<file path="config.mk">
export PLATFORM = sky130hd
export DESIGN_NAME = lfsr_cipher_engine
export DESIGN_NICKNAME = d
export VERILOG_FILES = /design/src/rtl/lfsr_cipher_engine.sv
export SDC_FILE = /design/constraint.sdc
export NUM_CORES = 1
export LEC_CHECK = 0
export CAP_MARGIN = 20
export CORE_ASPECT_RATIO = 1.1
export CORE_MARGIN = 8
export CORE_UTILIZATION = 30
export CTS_BUF_LIST = sky130_fd_sc_hd__clkbuf_8
export CTS_CLUSTER_DIAMETER = 40
export CTS_CLUSTER_SIZE = 40
export DETAILED_ROUTE_END_ITERATION = 8
export RECOVER_POWER = 100
export SYNTH_ARGS = -nofsm -noshare
export SYNTH_HDL_FRONTEND = slang
export SYNTH_SLANG_ARGS = --single-unit
</file>
<file path="constraint.sdc">
create_clock -name clk -period 5.1 [get_ports clk]
set_clock_uncertainty 0.2 [all_clocks]
set_input_delay 0.51 -clock clk [delete_from_list [all_inputs] [get_ports clk]]
set_output_delay 0.51 -clock clk [all_outputs]
set_load 0.02 [all_outputs]
</file>
<file path="src/rtl/lfsr_cipher_engine.sv">
// rtl/lfsr_cipher_engine.sv - streaming LFSR cipher with preamble-based key recovery
//
// Purpose: byte-stream coprocessor. Encrypt XORs each payload with the LFSR
// state and prepends even parity in the MSB. Decrypt trains on a known
// space-padded preamble, searches the tap table for the pattern that explains
// the recovered keystream, then strips the keystream from the rest of the run.
//
// Optional build macro: LFSR_CIPHER_PARITY_CHK_EN enables the decrypt-side
// parity checker and par_err_cnt; when undefined par_err_cnt is tied to 0.
//
// Ports:
//   clk, init_n             clock, asynchronous active-low reset
//   start, mode             launch a run (IDLE/DONE only); 0 encrypt, 1 decrypt
//   cfg_taps, cfg_seed      encrypt tap pattern and seed (seed 0 behaves as 1)
//   in_valid/in_data/in_ready     input byte stream
//   out_valid/out_data/out_ready  output byte stream (registered)
//   busy, done, err         run status; done is a level held until next start
//   det_taps, det_idx       taps in use / table index found by decrypt
//   par_err_cnt             saturating count of input parity errors (decrypt)
module lfsr_cipher_engine #(
  parameter int                          LFSR_W     = 7,
  parameter int                          MSG_LEN    = 64,
  parameter logic [7:0]                  PAD_CHAR   = 8'h20,
  parameter int                          TRAIN_LEN  = 10,
  parameter int                          NUM_PTRN   = 9,
  parameter logic [NUM_PTRN*LFSR_W-1:0]  PTRN_TABLE = {7'h7B, 7'h7E, 7'h5C, 7'h69, 7'h6A,
                                                       7'h72, 7'h78, 7'h48, 7'h60}
) (
  input  logic              clk,
  input  logic              init_n,
  input  logic              start,
  input  logic              mode,
  input  logic [LFSR_W-1:0] cfg_taps,
  input  logic [LFSR_W-1:0] cfg_seed,
  input  logic              in_valid,
  input  logic [LFSR_W:0]   in_data,
  output logic              in_ready,
  output logic              out_valid,
  output logic [LFSR_W:0]   out_data,
  input  logic              out_ready,
  output logic              busy,
  output logic              done,
  output logic              err,
  output logic [LFSR_W-1:0] det_taps,
  output logic [3:0]        det_idx,
  output logic [7:0]        par_err_cnt
);

  localparam int                CW          = $clog2(MSG_LEN + 1);
  localparam int                KW          = $clog2(TRAIN_LEN);
  localparam logic [CW-1:0]     MSG_END     = CW'(MSG_LEN);
  localparam logic [CW-1:0]     MSG_LAST    = CW'(MSG_LEN - 1);
  localparam logic [CW-1:0]     TRAIN_END   = CW'(TRAIN_LEN);
  localparam logic [CW-1:0]     TRAIN_LASTC = CW'(TRAIN_LEN - 1);
  localparam logic [KW-1:0]     K_LAST      = KW'(TRAIN_LEN - 1);
  localparam logic [3:0]        P_LAST      = 4'(NUM_PTRN - 1);
  localparam logic [LFSR_W-1:0] PAD         = PAD_CHAR[LFSR_W-1:0];

  typedef enum logic [2:0] {
    S_IDLE, S_ENC, S_TRAIN, S_SEARCH, S_DRAIN, S_STREAM, S_DONE
  } state_t;

  function automatic logic [LFSR_W-1:0] step(input logic [LFSR_W-1:0] s,
                                             input logic [LFSR_W-1:0] t);
    return {s[LFSR_W-2:0], ^(s & t)};
  endfunction

  state_t            state_q, state_n;
  logic [LFSR_W-1:0] lfsr_q;
  logic [LFSR_W-1:0] train_buf [TRAIN_LEN];
  logic [CW-1:0]     in_cnt_q, out_cnt_q;
  logic [KW-1:0]     k_q, k_prev;
  logic [3:0]        p_q;
  logic [LFSR_W-1:0] cur_ptrn, r_first, r_prev, r_cur, cipher_in;
  logic              in_fire, out_fire, out_free, match;

  assign out_free  = !out_valid || out_ready;
  assign out_fire  = out_valid && out_ready;
  assign in_fire   = in_valid && in_ready;
  assign busy      = (state_q != S_IDLE) && (state_q != S_DONE);
  assign done      = (state_q == S_DONE);
  assign cipher_in = in_data[LFSR_W-1:0] ^ lfsr_q;

  // Recovered keystream r[k] is the buffered ciphertext with the pad removed.
  assign k_prev   = k_q - KW'(1);
  assign cur_ptrn = PTRN_TABLE[int'(p_q) * LFSR_W +: LFSR_W];
  assign r_first  = train_buf[0] ^ PAD;
  assign r_prev   = train_buf[k_prev] ^ PAD;
  assign r_cur    = train_buf[k_q] ^ PAD;
  assign match    = (step(r_prev, cur_ptrn) == r_cur);

  always_ff @(posedge clk or negedge init_n) begin
    if (!init_n) state_q <= S_IDLE;
    else         state_q <= state_n;
  end

  always_comb begin
    state_n  = state_q;
    in_ready = 1'b0;
    case (state_q)
      S_IDLE, S_DONE: if (start) state_n = mode ? S_TRAIN : S_ENC;
      S_ENC, S_STREAM: begin
        in_ready = out_free && (in_cnt_q != MSG_END);
        if (out_fire && out_cnt_q == MSG_LAST) state_n = S_DONE;
      end
      S_TRAIN: begin
        in_ready = (in_cnt_q != TRAIN_END);
        if (in_valid && in_cnt_q == TRAIN_LASTC) state_n = S_SEARCH;
      end
      S_SEARCH: begin
        if (r_first == '0)                      state_n = S_DONE;
        else if (!match && p_q == P_LAST)       state_n = S_DONE;
        else if (match && k_q == K_LAST)        state_n = S_DRAIN;
      end
      S_DRAIN: if (out_free && k_q == K_LAST) state_n = S_STREAM;
      default: state_n = S_IDLE;
    endcase
  end

  // Training buffer holds payload bits only; its contents are don't-care at reset.
  always_ff @(posedge clk) begin
    if (state_q == S_TRAIN && in_fire) train_buf[in_cnt_q[KW-1:0]] <= in_data[LFSR_W-1:0];
  end

  always_ff @(posedge clk or negedge init_n) begin
    if (!init_n) begin
      lfsr_q    <= '0;
      in_cnt_q  <= '0;
      out_cnt_q <= '0;
      k_q       <= '0;
      p_q       <= '0;
      out_valid <= 1'b0;
      out_data  <= '0;
      err       <= 1'b0;
      det_taps  <= '0;
      det_idx   <= '0;
    end else begin
      if (out_fire) begin
        out_valid <= 1'b0;
        out_cnt_q <= out_cnt_q + CW'(1);
      end
      case (state_q)
        S_IDLE, S_DONE: if (start) begin
          in_cnt_q  <= '0;
          out_cnt_q <= '0;
          k_q       <= KW'(1);
          p_q       <= '0;
          err       <= 1'b0;
          det_idx   <= '0;
          det_taps  <= mode ? '0 : cfg_taps;
          lfsr_q    <= mode ? '0 : ((cfg_seed == '0) ? LFSR_W'(1) : cfg_seed);
        end
        S_ENC: if (in_fire) begin
          out_valid <= 1'b1;
          out_data  <= {^cipher_in, cipher_in};
          lfsr_q    <= step(lfsr_q, det_taps);
          in_cnt_q  <= in_cnt_q + CW'(1);
        end
        S_TRAIN: if (in_fire) in_cnt_q <= in_cnt_q + CW'(1);
        S_SEARCH: begin
          if (r_first == '0) begin
            err <= 1'b1;
          end else if (match) begin
            if (k_q == K_LAST) begin
              // Whole preamble explained: the LFSR continues one step past r[TRAIN_LEN-1].
              det_idx  <= p_q;
              det_taps <= cur_ptrn;
              lfsr_q   <= step(r_cur, cur_ptrn);
              k_q      <= '0;
            end else begin
              k_q <= k_q + KW'(1);
            end
          end else if (p_q == P_LAST) begin
            err <= 1'b1;
          end else begin
            p_q <= p_q + 4'd1;
            k_q <= KW'(1);
          end
        end
        S_DRAIN: if (out_free) begin
          out_valid <= 1'b1;
          out_data  <= {1'b0, train_buf[k_q] ^ r_cur};
          k_q       <= k_q + KW'(1);
        end
        S_STREAM: if (in_fire) begin
          out_valid <= 1'b1;
          out_data  <= {1'b0, cipher_in};
          lfsr_q    <= step(lfsr_q, det_taps);
          in_cnt_q  <= in_cnt_q + CW'(1);
        end
        default: ;
      endcase
    end
  end

`ifdef LFSR_CIPHER_PARITY_CHK_EN
  logic par_bad;
  assign par_bad = (in_data[LFSR_W] != ^in_data[LFSR_W-1:0]);

  always_ff @(posedge clk or negedge init_n) begin
    if (!init_n) begin
      par_err_cnt <= '0;
    end else if ((state_q == S_IDLE || state_q == S_DONE) && start) begin
      par_err_cnt <= '0;
    end else if ((state_q == S_TRAIN || state_q == S_STREAM) && in_fire && par_bad
                 && par_err_cnt != 8'hFF) begin
      par_err_cnt <= par_err_cnt + 8'd1;
    end
  end
`else
  logic unused_in_msb;
  assign unused_in_msb = in_data[LFSR_W];
  assign par_err_cnt   = '0;
`endif

endmodule

</file>
# --- After elaboration in Yosys (flattened, before gate mapping) ---
# Memory sizes are Yosys's and may differ from the RTL's.
# Cells that the tools add are included.
totals:
  memories: 1
  register_bits: 53
  ram_bits: 70
  input_bits: 28
  wordCells: 157
classes:
  add_sub_neg: 5
  muxes: 61
  eq_ne: 32
  bitwise: 8
  n_shift: 1
  mul: 1
  reduce_logical: 37
memory_table:
  columns: ["memory", "words", "word_bits", "rd", "rd_clocked_by_memory_dff", "write_ports", "line_no", "text"]
  rows:
  - ["train_buf", 10, 7, 3, 0, 1, "70", "logic [LFSR_W-1:0] train_buf [TRAIN_LEN];"]
ops:
  columns: ["op", "n"]
  rows:
  - ["$mux 7", 17]
  - ["$shiftx 63x8->7 const A", 1]
  - ["$mux 4", 13]
  - ["$pmux 7 s2", 2]
  - ["$reduce_xor 7->1", 4]
  - ["$mux 8", 3]
  - ["$pmux 8 s3", 1]
  - ["$ne 2x2->1 const B", 11]
  - ["$and 7x7->7", 3]
  - ["$mux 3", 7]
  - ["$pmux 7 s3", 1]
  - ["$reduce_and 5->1", 4]
  - ["$pmux 4 s2", 2]
  - ["$pmux 3 s5", 1]
  - ["$add 7x1->7 const B", 2]
  - ["$logic_not 7->1", 2]
  - ["$xor 7x7->7", 2]
  - ["$ne 3x3->1 const B", 4]
  - ["$pmux 4 s3", 1]
  - ["$reduce_bool 3->1", 4]
  - ["$logic_and 1x1->1", 10]
  - ["$eq 3x3->1 const B", 3]
  - ["$mux 1", 9]
  - ["$add 4x1->4 const B", 2]
  - ["24 further kinds", 36]

# --- Longest topological paths before layout ---
# Gate-level depths: netlist of run 1.
# An unclocked memory read counts as a cell.
depth:
  depth_word: 11
  mapped_depth: 20

# --- Worst setup path before layout of run 1 ---
# No wires, ideal clock.
synth_path:
  path_kind: "register -> register"
  startpoint: "register k_q[0]"
  endpoint: "register lfsr_q[0]"
  arrival_time_ns: 4.277
  path_stages_with_launch: 20
  t_required_ns: 4.775
  setup_ns: 0.125
  n_path_buf: 6
  slack_ns: 0.498
  period_less_slack_ns: 4.602
  path_cell_list: "dfrtp_1 -> buf_6 -> buf_6 -> buf_8 -> buf_6 -> buf_6 -> inv_1 -> ha_1 -> inv_1 -> clkbuf_1 -> nand3_1 -> nand4_1 -> o211ai_1 -> xor2_1 -> xnor3_1 -> xnor3_1 -> nor4_4 -> nor2_2 -> a21oi_4 -> mux2_4"
synth_via:
  elab_chain_len: 8
synth_rtl:
  columns: ["item", "line_no", "text"]
  rows:
  - ["from (decl)", "72", "logic [KW-1:0] k_q, k_prev;"]
  - ["from (signal assigned)", "171", "k_q <= k_q + KW'(1);"]
  - ["from (signal assigned)", "183", "k_q <= k_q + KW'(1);"]
  - ["$sub 4x1->4 or $mem_v2 10x7 (tied branches)", null, null]
  - ["$mem_v2 10x7 or $not 1->1 (tied branches)", null, null]
  - ["$not 1->1 (no source line) or $and 7x7->7 (tied branches)", null, null]
  - ["$and 7x7->7 or $reduce_xor 7->1 (tied branches)", "65", "return {s[LFSR_W-2:0], ^(s & t)};"]
  - ["$reduce_xor 7->1 or $mux 7 (tied branches)", "65, 164", null]
  - ["$eq 7x7->1 or $mux 7 (tied branches)", "90, 163", null]
  - ["$ne 2x2->1 (no source line) or $mux 7 (tied branches)", null, null]
  - ["$reduce_and 6->1 (no source line) or $pmux 7 s3 (tied branches)", null, null]
  - ["to (signal assigned)", "151", "lfsr_q <= mode ? '0 : ((cfg_seed == '0) ? LFSR_W'(1) : cfg_seed);"]
  - ["to (signal assigned)", "156", "lfsr_q <= step(lfsr_q, det_taps);"]
  - ["to (signal assigned)", "168", "lfsr_q <= step(r_cur, cur_ptrn);"]
  - ["to (decl)", "69", "logic [LFSR_W-1:0] lfsr_q;"]
# Several ways; a longest one is shown, not always the timed one. The select of a mux whose other input is x is not followed.
# A chain may end at the register's enable or synchronous reset.

# --- Worst setup path in the final report of run 1 ---
layout_path:
  startpoint: "register k_q[0]"
  endpoint: "register state_q[2]"
layout_via:
  elab_chain_len: 11
layout_rtl:
  columns: ["item", "line_no", "text"]
  rows:
  - ["$sub 4x1->4", "85", "assign k_prev = k_q - KW'(1);"]
  - ["$mem_v2 10x7", null, null]
  - ["$not 1->1 (no source line)", null, null]
  - ["$and 7x7->7", "65", null]
  - ["$reduce_xor 7->1", "65", null]
  - ["$eq 7x7->1", "90", "assign match = (step(r_prev, cur_ptrn) == r_cur);"]
  - ["$logic_not 1->1", "112", "else if (!match && p_q == P_LAST) state_n = S_DONE;"]
  - ["$logic_and 1x1->1", "112", null]
  - ["$mux 3", "112", null]
  - ["$mux 3", "111", "if (r_first == '0) state_n = S_DONE;"]
  - ["$pmux 3 s5", "100", "case (state_q)"]
  - ["to (signal assigned)", "94", "else state_q <= state_n;"]
  - ["to (decl)", "68", "state_t state_q, state_n;"]
# Several ways; a longest one is shown, not always the timed one.

==> results of run 1 <==
[power breakdown]
group          leakage [nW]  internal (mW)  switching (mW)
combinational          1.62          0.957            1.28
sequential             1.32           1.20           0.192
clock                 0.214          0.504           0.395
total                  3.15           2.66            1.87
[metrics by stage]
step	total power [mW]	instance area (um2)	std cells
3_3_place_gp	3.67	7750	969
3_5_place_dp	3.68	7750	969
4_1_cts	4.59	8150	1000
2_1_floorplan	3.10	7030	646
5_1_grt	4.82	8130	1001
6_report	4.53	8130	1001
[cells by family after synthesis]
| group | Yosys count |
|---|---|
| AOI/OAI and AO/OA | 128 |
| xor gates and xnor gates | 49 |
| adders and majority gates | 12 |
| buffers and inverters | 59 |
| DFF | 123 |
| muxes | 71 |
| other | 1 |
| and+or+nand+nor | 196 |
[flip-flops by register name (all words and copies together) (netlist names), 3 cells and up]
register,cells
out_cnt_q,7
lfsr_q,7
det_taps,7
state_q,3
k_q,4
in_cnt_q,7
train_buf,70
p_q,4
det_idx,4
out_data,8
[placed cells by master, fill, tap and decap left out, drive strengths merged, types with 11 or more instances in the layout]
cell type,synthesis,routed
and3,11,11
dlygate4sd3,0,31
clkbuf,16,22
clkdlybuf4s50,0,18
xor2,19,19
edfxtp,70,70
o21ai,39,39
ha,12,12
xnor2,28,28
nand3,36,36
nor2,34,34
nand2,57,57
mux2,23,23
mux2i,44,44
nor3,12,12
a21oi,24,24
and2,12,12
inv,21,26
dfrtp,53,53
[worst max-delay path, delay by kind of cell, from the launching register on]
| kind | cells | cell delay, ns |
|---|---|---|
| AO/OA/AOI/OAI | 4 | 1.28 |
| XOR/XNOR | 3 | 1.07 |
| adder cells (fa/ha/maj) | 1 | 0.39 |
| buffers and inverters | 2 | 0.42 |
| flip-flops | 1 | 0.49 |
| AND/OR/NAND/NOR | 3 | 0.71 |
[path summary, 6_finish.rpt]
kind	from	depth (start not counted)	endpoint	slack, ns
hold / removal	out_data[4]	2	out_data[4]	0.28
setup / recovery	k_q[0]	13	state_q[2]	0.41
min in group asynchronous	init_n	2	det_idx[3]	0.92
hold reg to reg	out_data[4]	2	out_data[4]	0.28
setup reg to reg	k_q[0]	13	state_q[2]	0.41
max in group asynchronous	init_n	2	k_q[0]	1.70
[area by class of cell]
class	instances	area, um2
Fill cell	2339	14800
Multi-Input combinational cell	464	3250
Timing Repair Buffer	62	587
Sequential cell	123	3430
Clock inverter	12	144
Clock buffer	19	262
Tap cell	300	375
Inverter	21	78.8
[per-layer routing]
| metal | track usage | vias up |
|---|---|---|
| met5 | 0 | - |
| met4 | 0.0552 | 0 |
| met3 | 0.0263 | 28 |
| met2 | 0.219 | 134 |
| met1 | 0.153 | 2468 |
| li1 | - | 2435 |
==> metrics.md, run 1 <==
| Metric | Value |
|---|---|
| DR top layer | met4 |
| Fin util | 0.355 |
| Largest family of logic cells by synthesized area | simple AND/OR/NAND/NOR gates |
| Power Dens Cells | 557 nW/um2 |
| Hold buffer count at cts | 0 |
| Area of the core | between 20000 and 25000 um2 |
| TritonCTS Buffers | 17 |
| Root buf cell | clkbuf_8 |
| First-pass GRT wire length | about 28 mm |
| WL met3 | about 700 um |
| Clock slew at the register clock pins of the worst setup and hold paths | roughly 0.080 ns |
| Max-cap viol count | 1 |
| Drt drc | 0 |
| # rows | 58 |
| Detail Route Antenna Nets | 0 |
| Fin Setup TNS | 0 ns |
| Dpl hpwl | 13.2 mm |
| Post-CTS sizing | 0 |
| Slowest-stage cell, CP | a21boi_0 |
| Min-delay worst type | flop to flop |
| Crit start category | flop |
| Clock Tree Buf Depth | 2 |
| Fin crit period | 4.69 ns |
| Pre-CTS setup slack | ~0.65 ns |
| Slew Limit Fails | between 50 and 60 |
| Static Leak | between 3 and 4 nW |
| Final worst slack | slightly above 0.4 ns |
| Seq/Total Area, Yosys | 0.489 |
| Synth area leader | edfxtp_1 |
| DR pass1 iterations | 5 |
| Post-synth EDFFs | 70 |
| Post-synthesis xor/xnor area fraction | 0.0663 |
| Fin crit share | 0.919 |
| # clock sinks | around 120 |
| Vias in the first global route | ~5200 |
| Clk_lat worst skew | around 0.45 ns |
| Hold slack | ~0.28 ns |
| Warnings, synthesis | 0 |
| CP Class | flop to flop |
| Failing checks | max-capacitance violations, max-slew violations |
| Diodes inserted | 0 |
| Drt via density | between 5 and 6 |
| Top_reg_cell synth | edfxtp_1 |
| Largest net degree at the start of global routing | 74 |
| Synth top area share | 0.300 |
| Adder-cell share of the synthesized area | 0.0214 |
| # nets final | 729 |
| Worst VDD drop | around 0.00035 V |
| Mapped Cells | ~640 |
| Met2 wire length | 9.05 mm |
| Cell Area, Synth | roughly 7000 um2 |
| H-tree Lvls | 4 |
| Total track usage | 0.128 |
| Global route total overflow | 0 |
| Final setup fails | 0 |
| Unrepaired setup endpoints after global routing | false |
| Actual slew at the worst max-slew pin | about 3.0 ns |
| Ys async rst share | 0.431 |
| Routed WL | between 15 and 20 mm |
| Die X-Extent | roughly 160 um |
| Max_slew headroom | -0.974 |
| Met1 Wirelength | around 7.7 mm |
| Final Wtd Congestion | approximately 0.83 |
| Drt initial violations | roughly 310 |
| CP most frequent cell | xnor3_1 |
| Commonest cells in the synthesized netlist | 70 x edfxtp_1, 57 x nand2_1, 53 x dfrtp_1 |
| Area contributors post-synth | edfxtp_1 30%, dfrtp_1 19%, mux2i_1 6.3%, xnor2_1 3.5%, mux2_2 3.4% |
| Area Overhead vs Synth | 16.1% |
| Die area | 28500 um2 |
| Avg Cell Area, Syn | 11.0 um2 |
| Antenna violations before repair | 0 |
| Worst Path Required | between 5 and 6 ns |
| FMAX | 0.213 GHz |
| Routed WL per cell | 17.9 um |
| WP data arrival | 4.80 ns |
| Starting density of the core | 0.305 |
| Worst path cell trace | inv_1 -> ha_1 -> buf_4 -> nand3_1 -> a41oi_1 -> nor4_1 -> xor2_1 -> xnor3_1 -> xnor3_1 -> o21ai_1 -> a21boi_0 -> nor3b_1 -> a31oi_1 |
| Yosys reg bits | around 120 |
| Mux contribution to synthesized area | 0.114 |
| Synth cell types | 63 |
| Die Ht | 176 um |
| Via count | between 5000 and 6000 |
| Crit Path Max Fanout | 8 |
| # Post-CTS Setup Buffers | 0 |
| Final Hold Viols | 0 |
| Status | finished with violations |
| # port buffers | 50 |
| Layout cell share with drive strength beyond 1 | 0.104 |
| Compound-Gate Fraction of Synth Area | 0.122 |
| CTS tree | done |
| Io pins | 60 |
| Simple-gate share of the synthesized area | 0.140 |
| Crit path largest cell delay | ~0.55 ns |
| CP Capture Type | flop |
| Count leader, synth | edfxtp_1 |
(Power assumes the default switching activity.)
==> run 2, diff against run 1 <==
--- a/config.mk
+++ b/config.mk
@@ -14,6 +14,7 @@
 export CTS_CLUSTER_SIZE = 40
 export DETAILED_ROUTE_END_ITERATION = 8
 export RECOVER_POWER = 100
+export SETUP_SLACK_MARGIN = 0.15
 export SYNTH_ARGS = -nofsm -noshare
 export SYNTH_HDL_FRONTEND = slang
 export SYNTH_SLANG_ARGS = --single-unit
==> results of run 2 <==
The final DEF is identical to that of run 1; final timing and power are the same.
==> run 3, diff against run 2 <==
--- a/config.mk
+++ b/config.mk
@@ -13,6 +13,7 @@
 export CTS_CLUSTER_DIAMETER = 40
 export CTS_CLUSTER_SIZE = 40
 export DETAILED_ROUTE_END_ITERATION = 8
+export DONT_BUFFER_PORTS = 1
 export RECOVER_POWER = 100
 export SETUP_SLACK_MARGIN = 0.15
 export SYNTH_ARGS = -nofsm -noshare
==> metrics.md, run 3 (synthesis results as in run 1) <==
| Metric | Value |
|---|---|
| Root buf cell | clkbuf_8 |
| Total track usage | 0.132 (+0.00378) |
| FMAX | 0.216 GHz (+1.3%) |
| Placed Area | 7230 um2 (-6.7%) |
| WP data arrival | 4.76 ns (-0.04 ns) |
| Drt drc | 0 (unchanged) |
| Area Overhead vs Synth | 10.3% |
| Layout Cells excl Fill | 960 (-4.1%) |
| Worst VDD drop | 0.000249 V (-29%) |
| Largest net degree at the start of global routing | 54 (-27%) |
| Fin util | 0.337 (-0.0177) |
| Clk_lat worst skew | 0.44 ns (about the same) |
| Routed WL per cell | 19.2 um (+7.8%) |
| Worst Path Required | 5.23 ns (+0.02 ns) |
| Via count | 4972 (-1.8%) |
| Max-cap viol count | 1 (unchanged) |
| Starting density of the core | 0.305 (unchanged) |
| Worst path buffer plus inverter count | 2 (unchanged) |
| Crit start category | flop |
| # rows | 58 (unchanged) |
| Die X-Extent | 162 um (unchanged) |
| Static Leak | 2.94 nW (-6.6%) |
| Slowest-stage cell, CP | dfrtp_1 |
| Die Ht | 176 um (unchanged) |
| Die area | 28500 um2 (unchanged) |
| Final Wtd Congestion | 0.797 (-3.4%) |
| Worst path cell trace | inv_1 -> ha_1 -> inv_1 -> nand3_1 -> a41oi_1 -> nor4_1 -> xor2_1 -> xnor3_1 -> xnor3_1 -> nor4_4 -> nor2_2 -> a21oi_2 -> mux2_1 |
| Slew Limit Fails | 54 (unchanged) |
| Drt initial violations | 468 (+50%) |
| First-pass GRT wire length | 28.8 mm (+1.8%) |
| Global route total overflow | 0 (unchanged) |
| Max_slew headroom | -0.984 (-0.00933) |
| Diodes inserted | 0 (unchanged) |
| Most frequent cells in the layout | 70 x edfxtp_1, 57 x nand2_1, 52 x dfrtp_1 |
| Final worst slack | 0.471 ns (+0.0590 ns) |
| CP Capture Type | flop |
| Max FFs per register | 70 (unchanged) |
| Drt via density | 5.18 (+2.4%) |
| CTS tree | done |
| Crit path largest cell delay | 0.62 ns (+0.07 ns) |
| Detail Route Antenna Nets | 0 (unchanged) |
| Vias in the first global route | 4960 (-3.9%) |
| # port buffers | 0 (-100%) |
| Clock Tree Buf Depth | 2 (unchanged) |
| DR pass1 iterations | 6 (+1) |
| Fin Setup TNS | 0 ns (unchanged) |
| Clock slew at the register clock pins of the worst setup and hold paths | 0.07 ns (about the same) |
| Io pins | 60 (unchanged) |
| Most common cell after layout, fill and taps aside | edfxtp_1 |
| Hold slack | 0.0501 ns (-0.231 ns) |
| Status | finished with violations |
| Dpl hpwl | 13.1 mm (-0.16%) |
| Crit Path Max Fanout | 10 (+2) |
| Failing checks | max-capacitance violations, max-slew violations |
| Min-delay worst type | input port to flop |
| Unrepaired setup endpoints after global routing | false |
| Post-CTS sizing | 0 (unchanged) |
| H-tree Lvls | 4 (unchanged) |
| Design area | 7720 um2 (-5.0%) |
| Layout cell share with drive strength beyond 1 | 0.108 (+0.00344) |
| Routed WL | 18.5 mm (+3.4%) |
| Fin crit period | 4.63 ns (-0.0590 ns) |
| Antenna violations before repair | 0 (unchanged) |
| Pwr Total | 4.43 mW (-2.2%) |
| Final setup fails | 0 (unchanged) |
| Actual slew at the worst max-slew pin | 2.98 ns (+0.0140 ns) |
| Area of the core | 22900 um2 (unchanged) |
| # Post-CTS Setup Buffers | 0 (unchanged) |
| Fin crit share | 0.908 (-0.0116) |
| Pre-CTS setup slack | 0.628 ns (-0.0202 ns) |
| # clock sinks | 123 (unchanged) |
| Power Dens Cells | 573 nW/um2 (+3.0%) |
| # nets final | 687 (-5.8%) |
| Placed Cells | 918 (-5.3%) |
| Final Hold Viols | 0 (unchanged) |
| CP Class | flop to flop |
| Delay-heaviest family, CP | XOR/XNOR gates |
| TritonCTS Buffers | 17 (unchanged) |
==> run 3: changes by cell type in the layout (fill, tap and decap cells not counted), sizes merged <==
| cell | before | now |
|---|---|---|
| clkinvlp | 1 | 2 |
| clkdlybuf4s50 | 18 | 0 |
| bufinv | 3 | 4 |
| inv | 26 | 23 |
| clkbuf | 22 | 18 |
| clkinv | 3 | 7 |
| dlygate4sd3 | 31 | 9 |
==> run 3: per-layer routing <==
layer  routed length, um  track usage  part of all wire
met1                7670        0.154              0.42
met2                9390        0.228              0.51
met3                 937       0.0284             0.051
met4                 471       0.0587             0.026
met5                   0            0                 0
==> run 3: report_power, final <==
group	leakage (nW)	switching, mW	internal (mW)	total (mW)
clock	0.213	0.401	0.523	0.925
sequential	1.32	0.281	1.20	1.48
combinational	1.41	1.16	0.862	2.03
total	2.94	1.85	2.58	4.43
==> run 3: area by class of cell <==
class / instances / area (um2)
fillers: 2345 / 15200
flip-flops and latches: 123 / 3430
multi-input cells: 464 / 3250
well taps: 300 / 375
clock buffers: 17 / 234
clock inverters: 15 / 183
repair buffers: 20 / 169
inverters: 21 / 78.8
==> run 3: path summary, 6_finish.rpt <==
| check | depth (start not counted) | start | slack (ns) | endpoint |
|---|---|---|---|---|
| min in group asynchronous | 2 | init_n | 1.38 | det_idx[1] |
| worst min register to register | 1 | in_cnt_q[4] | 0.31 | in_cnt_q[4] |
| worst min-delay path | 1 | in_valid | 0.05 | in_cnt_q[1] |
| worst max register to register | 13 | k_q[1] | 0.47 | lfsr_q[0] |
| worst max-delay path | 13 | k_q[1] | 0.47 | lfsr_q[0] |
| max in group asynchronous | 2 | init_n | 1.22 | k_q[0] |
==> run 3: worst reg2reg max path, stage by stage (launching register included) <==
cell     delay, ns
dfrtp_1       0.62
inv_1         0.16
ha_1          0.45
inv_1         0.14
nand3_1       0.09
a41oi_1       0.18
nor4_1        0.33
xor2_1        0.18
xnor3_1       0.41
xnor3_1       0.44
nor4_4        0.42
nor2_2        0.07
a21oi_2       0.46
mux2_1        0.37
==> run 3: timing repair <==
action                                 4_1_cts  5_1_grt
endpoints found under the hold margin      124        0
setup endpoints to repair                    0        0
hold buffers                                10        0
